## src/rtl/multicycle_controller.sv

```systemverilog
// Multicycle main controller: sequences R/I/LW/SW/BR/LUI/JAL/JALR through
// FETCH/DECODE/EXEC/MEM/WB with memory-ready handshakes, a timeout trap and a
// retired-instruction counter. Define MULTICYCLE_CTRL_HALT_EN to make ECALL halt.
module multicycle_controller #(
    parameter int unsigned MEM_TIMEOUT = 15,
    parameter int unsigned TO_CNT_W    = 8,
    parameter int unsigned INSTRET_W   = 32
) (
    input  logic                 clk,
    input  logic                 reset,
    input  logic [6:0]           opcode,
    input  logic                 imem_ready,
    input  logic                 dmem_ready,
    output logic                 imem_req,
    output logic                 ir_write,
    output logic                 dmem_req,
    output logic                 mem_read,
    output logic                 mem_write,
    output logic                 alu_src,
    output logic                 mem_to_reg,
    output logic                 reg_write,
    output logic [1:0]           alu_op,
    output logic                 branch,
    output logic                 jal,
    output logic                 jalr,
    output logic                 pc_write,
    output logic                 trap,
    output logic [1:0]           trap_cause,
    output logic [INSTRET_W-1:0] instret
`ifdef MULTICYCLE_CTRL_HALT_EN
    ,
    output logic                 halted
`endif
);

    localparam logic [6:0] OP_R    = 7'b0110011;
    localparam logic [6:0] OP_I    = 7'b0010011;
    localparam logic [6:0] OP_LW   = 7'b0000011;
    localparam logic [6:0] OP_SW   = 7'b0100011;
    localparam logic [6:0] OP_BR   = 7'b1100011;
    localparam logic [6:0] OP_LUI  = 7'b0110111;
    localparam logic [6:0] OP_JAL  = 7'b1101111;
    localparam logic [6:0] OP_JALR = 7'b1100111;
`ifdef MULTICYCLE_CTRL_HALT_EN
    localparam logic [6:0] OP_SYS  = 7'b1110011;
`endif

    localparam logic [1:0] CAUSE_ILLEGAL = 2'b01;
    localparam logic [1:0] CAUSE_IMEM_TO = 2'b10;
    localparam logic [1:0] CAUSE_DMEM_TO = 2'b11;

    typedef enum logic [2:0] {
        S_FETCH,
        S_DECODE,
        S_EXEC,
        S_MEM,
        S_WB,
        S_TRAP
`ifdef MULTICYCLE_CTRL_HALT_EN
        ,
        S_HALT
`endif
    } state_e;

    typedef struct packed {
        logic       src;
        logic [1:0] op;
    } alu_ctl_t;

    // Same ALU operand/operation table as the single-cycle decoder.
    function automatic alu_ctl_t alu_decode(input logic [6:0] op);
        alu_ctl_t c;
        case (op)
            OP_R:                   c = '{src: 1'b0, op: 2'b10};
            OP_I:                   c = '{src: 1'b1, op: 2'b10};
            OP_LW, OP_SW:           c = '{src: 1'b1, op: 2'b00};
            OP_BR:                  c = '{src: 1'b0, op: 2'b01};
            OP_LUI, OP_JAL, OP_JALR: c = '{src: 1'b1, op: 2'b11};
            default:                c = '{src: 1'b0, op: 2'b00};
        endcase
        return c;
    endfunction

    function automatic logic is_legal(input logic [6:0] op);
        case (op)
            OP_R, OP_I, OP_LW, OP_SW, OP_BR, OP_LUI, OP_JAL, OP_JALR: return 1'b1;
            default:                                                  return 1'b0;
        endcase
    endfunction

    state_e                 state_q, state_d;
    logic [6:0]             op_q, op_d;
    logic [TO_CNT_W-1:0]    cnt_q, cnt_d;
    logic [INSTRET_W-1:0]   instret_q, instret_d;
    logic [1:0]             cause_q, cause_d;
    logic                   retire;
    logic                   wait_expired;
    alu_ctl_t               alu_ctl;

    assign alu_ctl      = alu_decode(op_q);
    assign wait_expired = (cnt_q == TO_CNT_W'(MEM_TIMEOUT));
    assign instret      = instret_q;
    assign trap_cause   = cause_q;

    // NOTE: state registers use non-blocking assignments; the async reset
    // clears every register so the counters and trap cause are defined at once.
    always_ff @(posedge clk or posedge reset) begin
        if (reset) begin
            state_q   <= S_FETCH;
            op_q      <= '0;
            cnt_q     <= '0;
            instret_q <= '0;
            cause_q   <= '0;
        end else begin
            state_q   <= state_d;
            op_q      <= op_d;
            cnt_q     <= cnt_d;
            instret_q <= instret_d;
            cause_q   <= cause_d;
        end
    end

    // NOTE: every output and next-state value gets a default before the case,
    // so no path through this block can infer a latch.
    always_comb begin
        state_d    = state_q;
        op_d       = op_q;
        cnt_d      = cnt_q;
        cause_d    = cause_q;
        retire     = 1'b0;
        imem_req   = 1'b0;
        ir_write   = 1'b0;
        dmem_req   = 1'b0;
        mem_read   = 1'b0;
        mem_write  = 1'b0;
        alu_src    = 1'b0;
        mem_to_reg = 1'b0;
        reg_write  = 1'b0;
        alu_op     = 2'b00;
        branch     = 1'b0;
        jal        = 1'b0;
        jalr       = 1'b0;
        pc_write   = 1'b0;
        trap       = 1'b0;
`ifdef MULTICYCLE_CTRL_HALT_EN
        halted     = 1'b0;
`endif

        case (state_q)
            S_FETCH: begin
                imem_req = 1'b1;
                if (imem_ready) begin
                    ir_write = 1'b1;
                    cnt_d    = '0;
                    state_d  = S_DECODE;
                end else if (wait_expired) begin
                    cause_d = CAUSE_IMEM_TO;
                    state_d = S_TRAP;
                end else begin
                    cnt_d = cnt_q + TO_CNT_W'(1);
                end
            end

            S_DECODE: begin
                op_d = opcode;
`ifdef MULTICYCLE_CTRL_HALT_EN
                if (opcode == OP_SYS) begin
                    retire  = 1'b1;
                    state_d = S_HALT;
                end else
`endif
                if (!is_legal(opcode)) begin
                    cause_d = CAUSE_ILLEGAL;
                    state_d = S_TRAP;
                end else begin
                    state_d = S_EXEC;
                end
            end

            S_EXEC: begin
                alu_src = alu_ctl.src;
                alu_op  = alu_ctl.op;
                branch  = (op_q == OP_BR);
                jal     = (op_q == OP_JAL);
                jalr    = (op_q == OP_JALR);
                cnt_d   = '0;
                if (op_q == OP_LW || op_q == OP_SW) begin
                    state_d = S_MEM;
                end else if (op_q == OP_BR) begin
                    pc_write = 1'b1;
                    retire   = 1'b1;
                    state_d  = S_FETCH;
                end else begin
                    state_d = S_WB;
                end
            end

            S_MEM: begin
                dmem_req  = 1'b1;
                mem_read  = (op_q == OP_LW);
                mem_write = (op_q == OP_SW);
                alu_src   = 1'b1;
                alu_op    = 2'b00;
                // Ready is tested before the timeout so a last-cycle response still completes.
                if (dmem_ready) begin
                    cnt_d = '0;
                    if (op_q == OP_SW) begin
                        pc_write = 1'b1;
                        retire   = 1'b1;
                        state_d  = S_FETCH;
                    end else begin
                        state_d = S_WB;
                    end
                end else if (wait_expired) begin
                    cause_d = CAUSE_DMEM_TO;
                    state_d = S_TRAP;
                end else begin
                    cnt_d = cnt_q + TO_CNT_W'(1);
                end
            end

            S_WB: begin
                alu_src    = alu_ctl.src;
                alu_op     = alu_ctl.op;
                jal        = (op_q == OP_JAL);
                jalr       = (op_q == OP_JALR);
                mem_to_reg = (op_q == OP_LW);
                reg_write  = 1'b1;
                pc_write   = 1'b1;
                retire     = 1'b1;
                state_d    = S_FETCH;
            end

            S_TRAP: begin
                trap = 1'b1;
            end

`ifdef MULTICYCLE_CTRL_HALT_EN
            S_HALT: begin
                halted = 1'b1;
            end
`endif

            default: begin
                state_d = S_FETCH;
            end
        endcase

        instret_d = retire ? instret_q + INSTRET_W'(1) : instret_q;

        // Strobes are forced low while reset is held so an aborted access ends in the same cycle.
        if (reset) begin
            imem_req   = 1'b0;
            ir_write   = 1'b0;
            dmem_req   = 1'b0;
            mem_read   = 1'b0;
            mem_write  = 1'b0;
            alu_src    = 1'b0;
            mem_to_reg = 1'b0;
            reg_write  = 1'b0;
            alu_op     = 2'b00;
            branch     = 1'b0;
            jal        = 1'b0;
            jalr       = 1'b0;
            pc_write   = 1'b0;
            trap       = 1'b0;
`ifdef MULTICYCLE_CTRL_HALT_EN
            halted     = 1'b0;
`endif
        end
    end

endmodule
```

## config.mk

```make
export PLATFORM = sky130hd
export DESIGN_NAME = multicycle_controller
export DESIGN_NICKNAME = d
export VERILOG_FILES = /design/src/rtl/multicycle_controller.sv
export SDC_FILE = /design/constraint.sdc
export NUM_CORES = 1
export LEC_CHECK = 0
export ABC_AREA = 1
export CAP_MARGIN = 20
export CORE_UTILIZATION = 54
export DETAILED_ROUTE_END_ITERATION = 8
export DONT_BUFFER_PORTS = 1
export PLACE_DENSITY = 0.67
export SYNTH_ARGS = -nofsm -noshare
export SYNTH_HDL_FRONTEND = slang
export SYNTH_SLANG_ARGS = --single-unit
```

## constraint.sdc

```tcl
create_clock -name clk -period 3.58 [get_ports clk]
set_clock_uncertainty 0.05 [all_clocks]
set_input_delay 0.716 -clock clk [delete_from_list [all_inputs] [get_ports clk]]
set_output_delay 0.716 -clock clk [all_outputs]
set_load 0.05 [all_outputs]
```

Yosys cells after proc, flatten, opt, wreduce, memory -nomap -nowiden
Cells that the tools add are included.
{"block": "totals", "in_bits": 11, "register_bits": 52, "latch_bits": 0, "output_inout_bits": 49, "mem_count": 0, "ramBits": 0, "wordCells": 97, "romBits": 0}
{"block": "classes", "shifts": 0, "n_mul": 0, "n_div": 0, "n_eq_ne": 27, "magnitude_cmp": 0, "muxes": 54, "add_sub_neg": 2, "n_reduce_logical": 9, "bitwise": 0}
{"cell": "$eq A7 B6 Y1 const B", "count": 6}
{"cell": "$eq A7 B7 Y1 const B", "count": 6}
{"cell": "$add A32 B1 Y32 const B", "count": 1}
{"cell": "$mux W1", "count": 31}
{"cell": "$pmux W3 S5", "count": 2}
{"cell": "$mux W8", "count": 3}
{"cell": "$pmux W8 S3", "count": 1}
{"cell": "$mux W3", "count": 7}
{"cell": "$eq A7 B2 Y1 const B", "count": 2}
{"cell": "$eq A7 B5 Y1 const B", "count": 2}
{"cell": "$mux W2", "count": 7}
{"cell": "$ne A2 B2 Y1 const B", "count": 5}
{"cell": "$add A8 B1 Y8 const B", "count": 1}
{"cell": "$eq A8 B4 Y1 const B", "count": 1}
{"cell": "$reduce_or A8 Y1", "count": 1}
{"cell": "$eq A3 B2 Y1 const B", "count": 2}
{"cell": "$eq A3 B3 Y1 const B", "count": 2}
{"cell": "$pmux W2 S3", "count": 1}
{"cell": "$reduce_and A6 Y1", "count": 1}
{"cell": "$reduce_bool A3 Y1", "count": 2}
{"cell": "$reduce_or A2 Y1", "count": 2}
{"cell": "$eq A3 B1 Y1 const B", "count": 1}
{"cell": "$logic_not A3 Y1", "count": 1}
{"cell": "$pmux W1 S3", "count": 1}
{"cell": "other kinds (3)", "count": 3}

Depth between registers and ports, before layout
Gate-level depths: netlist (run 1).
{"block": "depth", "ltp_word": 6, "depth_mapped": 10, "ltp_nobuf": 10}

Least setup slack after synthesis (run 1)
OpenSTA, ideal clock, no wires.
{"block": "synth_path", "path_type": "input -> output", "from": "input port reset", "to": "output port alu_src", "t_required_ps": 2814, "path_buffers": 1, "slack_ps": -633, "path_stages": 4, "t_arrival_ps": 3447, "cell_sequence": "clkbuf_1 > inv_1 > a21oi_1 > o21ai_0"}
{"block": "synth_via", "elab_chain_cells": 1}
{"item": "start: declaration", "line_no": "10", "source": "input logic reset,"}
{"item": "$mux W1", "line_no": "252", "source": "if (reset) begin"}
{"item": "end: declaration", "line_no": "19", "source": "output logic alu_src,"}
No other way between the ends.

Worst setup path in the final report (run 1)
{"block": "layout_path", "from": "register state_q[1]", "to": "output port jal"}
{"block": "layout_via", "elab_chain_cells": 4, "elab_cells_between_ends": 5, "cone_classes": "eq/ne: 2; mux: 2; reduce/logical: 1"}
{"item": "start: declaration", "line_no": "91", "source": "state_e state_q, state_d;"}
{"item": "start signal: assignment", "line_no": "115", "source": "state_q <= state_d;"}
{"item": "$eq A3 B2 Y1 / $eq A3 B3 Y1 (equally long branches)", "line_no": "149", "source": "case (state_q)"}
{"item": "$reduce_or A2 Y1 (no source line) *"}
{"item": "$mux W1 *"}
{"item": "$mux W1 *", "line_no": "252"}
{"item": "end: declaration", "line_no": "24", "source": "output logic jal,"}
Mark *: on every way between the ends. The rest lies on a longest branch, timed or not.

==> results of run 1 <==
## layout make-up
type,count,area share [%]
inverter,60,6.233
tap,75,2.554
timing repair buffer,14,2.861
sequential,52,35.42
clock buffer,6,2.248
clock inverter,2,0.4087
multi-input combinational,410,50.27
## placed cells by master (no fill, tap or decap)
| cell | instances |
|---|---|
| nand2_1 | 209 |
| nor2_1 | 79 |
| inv_1 | 58 |
| dfrtp_1 | 52 |
| nand3_1 | 29 |
| nand4_1 | 22 |
| buf_4 | 14 |
| nand3b_1 | 12 |
| xor2_1 | 11 |
| o21ai_0 | 10 |
| a21oi_1 | 8 |
| nor3_1 | 6 |
| clkbuf_8 | 6 |
| nor2_2 | 4 |
| o21ai_1 | 4 |
| o22ai_1 | 3 |
| clkinvlp_4 | 3 |
| nand3_2 | 2 |
| nand2_2 | 2 |
| ha_1 | 2 |
| inv_2 | 1 |
| nor3b_1 | 1 |
| o221ai_1 | 1 |
| or2_2 | 1 |
| a31oi_1 | 1 |
| nor4_2 | 1 |
| or2_1 | 1 |
| o211ai_1 | 1 |
## worst min-delay path: stages (launching register included)
cell,delay [ns]
dfrtp_1,0.35
nand2_1,0.06
nand2_1,0.04
## metrics by stage
stage	instance area, sq um	utilization [%]	hold slack, ns
after detailed placement	3576	59.34	0.4082
after floorplan	3425	-	0.3917
after global placement	3576	59.34	0.4086
after CTS	3674	60.96	0.4312
after global routing	3674	60.96	0.4571
final	3674	60.96	0.4296
## sequential cells by signal, summed over array words and instances, names as in the netlist
name,count
state_q,3
op_q,7
cnt_q,8
trap_cause,2
instret,32
## worst paths after layout
path,start,endpoint,slack [ns]
min in group asynchronous,reset,instret[31]$_DFFE_PP0N_,0.46
max,state_q[1]$_DFFE_PP0P_,jal,0.73
min reg2reg,op_q[0]$_DFFE_PP0N_,op_q[0]$_DFFE_PP0N_,0.43
min,op_q[0]$_DFFE_PP0N_,op_q[0]$_DFFE_PP0N_,0.43
max in group asynchronous,reset,instret[11]$_DFFE_PP0N_,2.59
max reg2reg,instret[0]$_DFFE_PP0N_,instret[26]$_DFFE_PP0N_,1.36
## metal layers
| layer | wire (microns) | vias to the layer above | part of all wire, % | global-route usage, % |
|---|---|---|---|---|
| met1 | 3534 | 1457 | 43 | 28.73 |
| met4 | 129 | 0 | 1.6 | 9.123 |
| li1 | - | 1697 | - | - |
| met2 | 3996 | 94 | 49 | 47.67 |
| met3 | 522 | 11 | 6.4 | 7.667 |
| met5 | 0 | - | 0 | 0 |
## power breakdown
group / internal (mW) / total, mW / switching, mW
Combinational: 0.187 / 0.635 / 0.448
Clock: 0.157 / 0.360 / 0.203
Sequential: 0.706 / 0.962 / 0.256
Total: 1.05 / 1.96 / 0.907
## cells by family after synthesis
kind of cell,after synthesis,share of synthesized area (%)
flops,52,38.04
fa+ha+maj,2,0.7314
compound gates,28,4.426
xor+xnor,11,2.816
simple gates,369,45.83
buf+inv,70,8.156
==> metrics.cfg, run 1 <==
[outcome]
status=finished, final reports clean

[grt]
grt_max_degree=53
overflow=0
antenna_found_initial=0
grt_usage_pct=26.16
grt_pass1_wl_mm=13.30
grt_pass1_vias=3094

[clocking]
cts_buffer_depth=2
clock-sinks=52
cts_post_setup_buffers_inserted=0
post_cts_resized=0
cts_tree=done
clock_latency_ns=0.31
cts_made_buffers=5
cts.clk_slew.worst_paths_ns=0.10
cts_hold_buf=0
h-tree-depth=2
cts_root_buffer=clkbuf_8

[routing]
vias=3259
routed_via_density=5.265
drc=0
drt_wl_total_mm=8.182
postRouteAntennaNets=0
drt_iter0_markers=126
firstDrtPassIters=4
post_drt_wl_per_cell_microns=13.22

[floorplanning]
num_rows=28
die_x_microns=81.59
start_util_pct=56.77
core-area_sq_mm=0.006026
dieHeight_microns=81.59
pin_count=60
die_area_sq_mm=0.006657

[min_path]
hold_class=flop to flop
hold_depth=2

[place]
numPortBuffers=0
pre_cts_ws_ns=1.061
placed_cells=611
gp_congestion=0.8797
dp_hpwl_mm=6.240

[synth]
ys_types=29
synthTopCellsByArea=dfrtp_1, nand2_1, nor2_1
synthTopCellsByCount=nand2_1, nor2_1, inv_1
synth_flop_cell=dfrtp_1
avgSynthCellArea_sq_um=6.430
syn_area_sq_mm=0.003421
synth-seq-cells=52
syn_nets=545
yosysSeqAreaShare_pct=38.04
synth_warnings=0
synth-async-reset-ratio_pct=100.0
synth_edf_count=0
synthCells=532
synthMostInstantiatedCell=nand2_1
yosys.area.top_type_share_pct=38.04
yosysTopAreaCell=dfrtp_1

[setup_path]
worstSetupStartpointType=flop
worst-path-stages=7
r2r_cells=10
critPathMaxFanout=17
end_kind=output pin
crit_slowest_cell=dfrtp_1
arrival_ns=2.08
path_common_cell=nor2_1
path_class=flop to output pin
slowest_delay_ns=0.47
path_delay_family=simple AND/OR/NAND/NOR gates
cp_num_buf_inv=1
cp_cell_sequence=nor2_2 -> nand2_2 -> nor2_1 -> a21oi_1 -> or2_1 -> nor2_1 -> buf_4
worstPathRequired_ns=2.81

[layout]
final_cell_count_no_fill=619
drive_above_1_share_pct=6.250
register_area_sq_mm=0.001301
n_fill_cell=564
diodes=0
multi_input_area_sq_mm=0.001847
area_growth_pct=7.388
nets=556

[sta]
finalSetupViolCount=0
slew_headroom_pct=38.98
finalSetupTns_ns=0
max_freq_ghz=0.3509
worst_pin_slew_ns=0.9119
fin_crit_ns=2.850
hold_viol_final=0
fin_crit_sh_pct=79.60
rsz0062_at_grt=false
slew_violations=0
finalWorstSetupSlack_ns=0.7304

[pwr]
power.density_mw_per_mm2=532.9
p_leak_nw=1.730
peakVddDrop_v=0.0004906
fin_total_pwr_mw=1.958

[flow_run]
max-cap-violations=0

Power figures use the tool's default switching activity.
==> inputs of run 2 (changes only) <==
--- a/config.mk
+++ b/config.mk
@@ -10,7 +10,7 @@
 export CORE_UTILIZATION = 54
 export DETAILED_ROUTE_END_ITERATION = 8
 export DONT_BUFFER_PORTS = 1
-export PLACE_DENSITY = 0.67
+export PLACE_DENSITY = 0.7
 export SYNTH_ARGS = -nofsm -noshare
 export SYNTH_HDL_FRONTEND = slang
 export SYNTH_SLANG_ARGS = --single-unit
==> constraint.sdc (replaced) <==
create_clock -name clk -period 2.48 [get_ports clk]
set_clock_uncertainty 0.05 [all_clocks]
set_input_delay 0.496 -clock clk [delete_from_list [all_inputs] [get_ports clk]]
set_output_delay 0.496 -clock clk [all_outputs]
set_load 0.05 [all_outputs]
==> metrics.cfg, run 2 (same netlist as run 1, synthesis figures left out) <==
[outcome]
status=finished, final reports clean

[floorplanning]
die_x_microns=81.59
num_rows=28
dieHeight_microns=81.59
pin_count=60
start_util_pct=56.77
core-area_sq_mm=0.006026
die_area_sq_mm=0.006657

[min_path]
hold_depth=2
hold_class=input port to flop

[pwr]
fin_total_pwr_mw=3.037
switchingPower_mw=1.353
peakVddDrop_v=0.0006043
power.density_mw_per_mm2=744.6
p_int_mw=1.685
seq_power_share_pct=41.2
p_leak_nw=1.959
p_comb_share_pct=39.4
clkPwrFrac_pct=19.4
swShare_pct=44.53

[routing]
routed_via_density=5.327
postRouteAntennaNets=0
drt_iter0_markers=181
post_drt_wl_per_cell_microns=13.06
drt_wl_total_mm=8.539
drc=0
firstDrtPassIters=5
vias=3484

[sta]
slew_violations=0
fin_crit_ns=2.406
worst_pin_slew_ns=0.6782
finalSetupTns_ns=0
fin_crit_sh_pct=97.02
finalSetupViolCount=0
hold_viol_final=0
max_freq_ghz=0.4156
slew_headroom_pct=54.79
finalWorstSetupSlack_ns=0.07402
rsz0062_at_grt=true
holdWs_ns=0.2558

[setup_path]
end_kind=output pin
path_class=flop to output pin
crit_slowest_cell=dfrtp_1
worstSetupStartpointType=flop
path_common_cell=nor2_4
critPathMaxFanout=8
r2r_cells=9
cp_cell_sequence=inv_2 -> nand2_1 -> nor2_4 -> a21oi_4 -> or2_4 -> nor2_4
path_delay_family=simple AND/OR/NAND/NOR gates
slowest_delay_ns=0.42
arrival_ns=1.86
cp_num_buf_inv=1
worstPathRequired_ns=1.93
worst-path-stages=6
reg2reg_setup_slack_ns=0.49

[clocking]
cts_hold_buf=0
cts_buffer_depth=2
h-tree-depth=2
clock-sinks=52
post_cts_resized=0
cts_made_buffers=5
clock_latency_ns=0.30
cts_root_buffer=clkbuf_8
cts_tree=done
cts_post_setup_buffers_inserted=0
cts.clk_slew.worst_paths_ns=0.09

[layout]
diodes=0
fin_area_sq_mm=0.004079
layout_commonest_cell=nand2_1
largest_reg_flops=32
area_growth_pct=19.24
drive_above_1_share_pct=13.99
nets=591
final_cell_mix=nand2_1, nor2_1, inv_1

[grt]
grt_pass1_wl_mm=14.33
grt_usage_pct=27.61
overflow=0
antenna_found_initial=0
grt_max_degree=53
grt_pass1_vias=3412

[place]
gp_congestion=0.8851
pre_cts_ws_ns=0.3785
post_dp_cell_area_sq_mm=0.003950
dp_hpwl_mm=6.617
numPortBuffers=0

[flow_run]
max-cap-violations=0

## run 2: cell count changes in the layout (fill, tap and decap cells not counted), moves of 2 or more
cell,delta
buf_12,+5
nor2_4,+4
dfrtp_1,-2
nor2_1,-6
dfrtp_2,+2
nor2_2,+2
buf_4,+30
## run 2: per-layer routing
metal / up-vias / GRT usage [%] / part of all wire [%]
li1: 1770 / - / -
met1: 1622 / 30.23 / 41
met2: 80 / 54.25 / 54
met3: 12 / 3.889 / 3.5
met4: 0 / 8.246 / 1.2
met5: - / 0 / 0
## run 2: area by class of cell
class	count	area (sq um)
clock inverters	3	42.54
fillers	552	1947
clock buffers	5	68.82
repair buffers	49	430.4
multi-input cells	410	1911
flip-flops and latches	52	1304
inverters	60	229.0
well taps	75	93.84
## run 2: worst paths after layout
| path | start | end |
|---|---|---|
| max reg2reg | op_q[4]$_DFFE_PP0N_ | instret[2]$_DFFE_PP0N_ |
| min in group asynchronous | reset | op_q[3]$_DFFE_PP0N_ |
| max | state_q[2]$_DFFE_PP0P_ | jalr |
| max in group asynchronous | reset | state_q[0]$_DFFE_PP0P_ |
| min reg2reg | op_q[0]$_DFFE_PP0N_ | op_q[0]$_DFFE_PP0N_ |
| min | opcode[0] | op_q[0]$_DFFE_PP0N_ |
## run 2: through the flow
stage	util, %	std cells
5_1_grt	67.69	654
4_1_cts	67.40	654
3_5_place_dp	65.55	646
3_3_place_gp	65.55	646
2_1_floorplan	-	532
6_report	67.69	654
## run 2: power groups by stage
stage	clock network, mW	logic [mW]	registers [mW]
floorplan	0	0.801	1.36
global placement	0	1.16	1.25
detailed placement	0	1.20	1.25
CTS	0.603	1.20	1.24
global route	0.630	1.34	1.28
finish	0.588	1.20	1.25
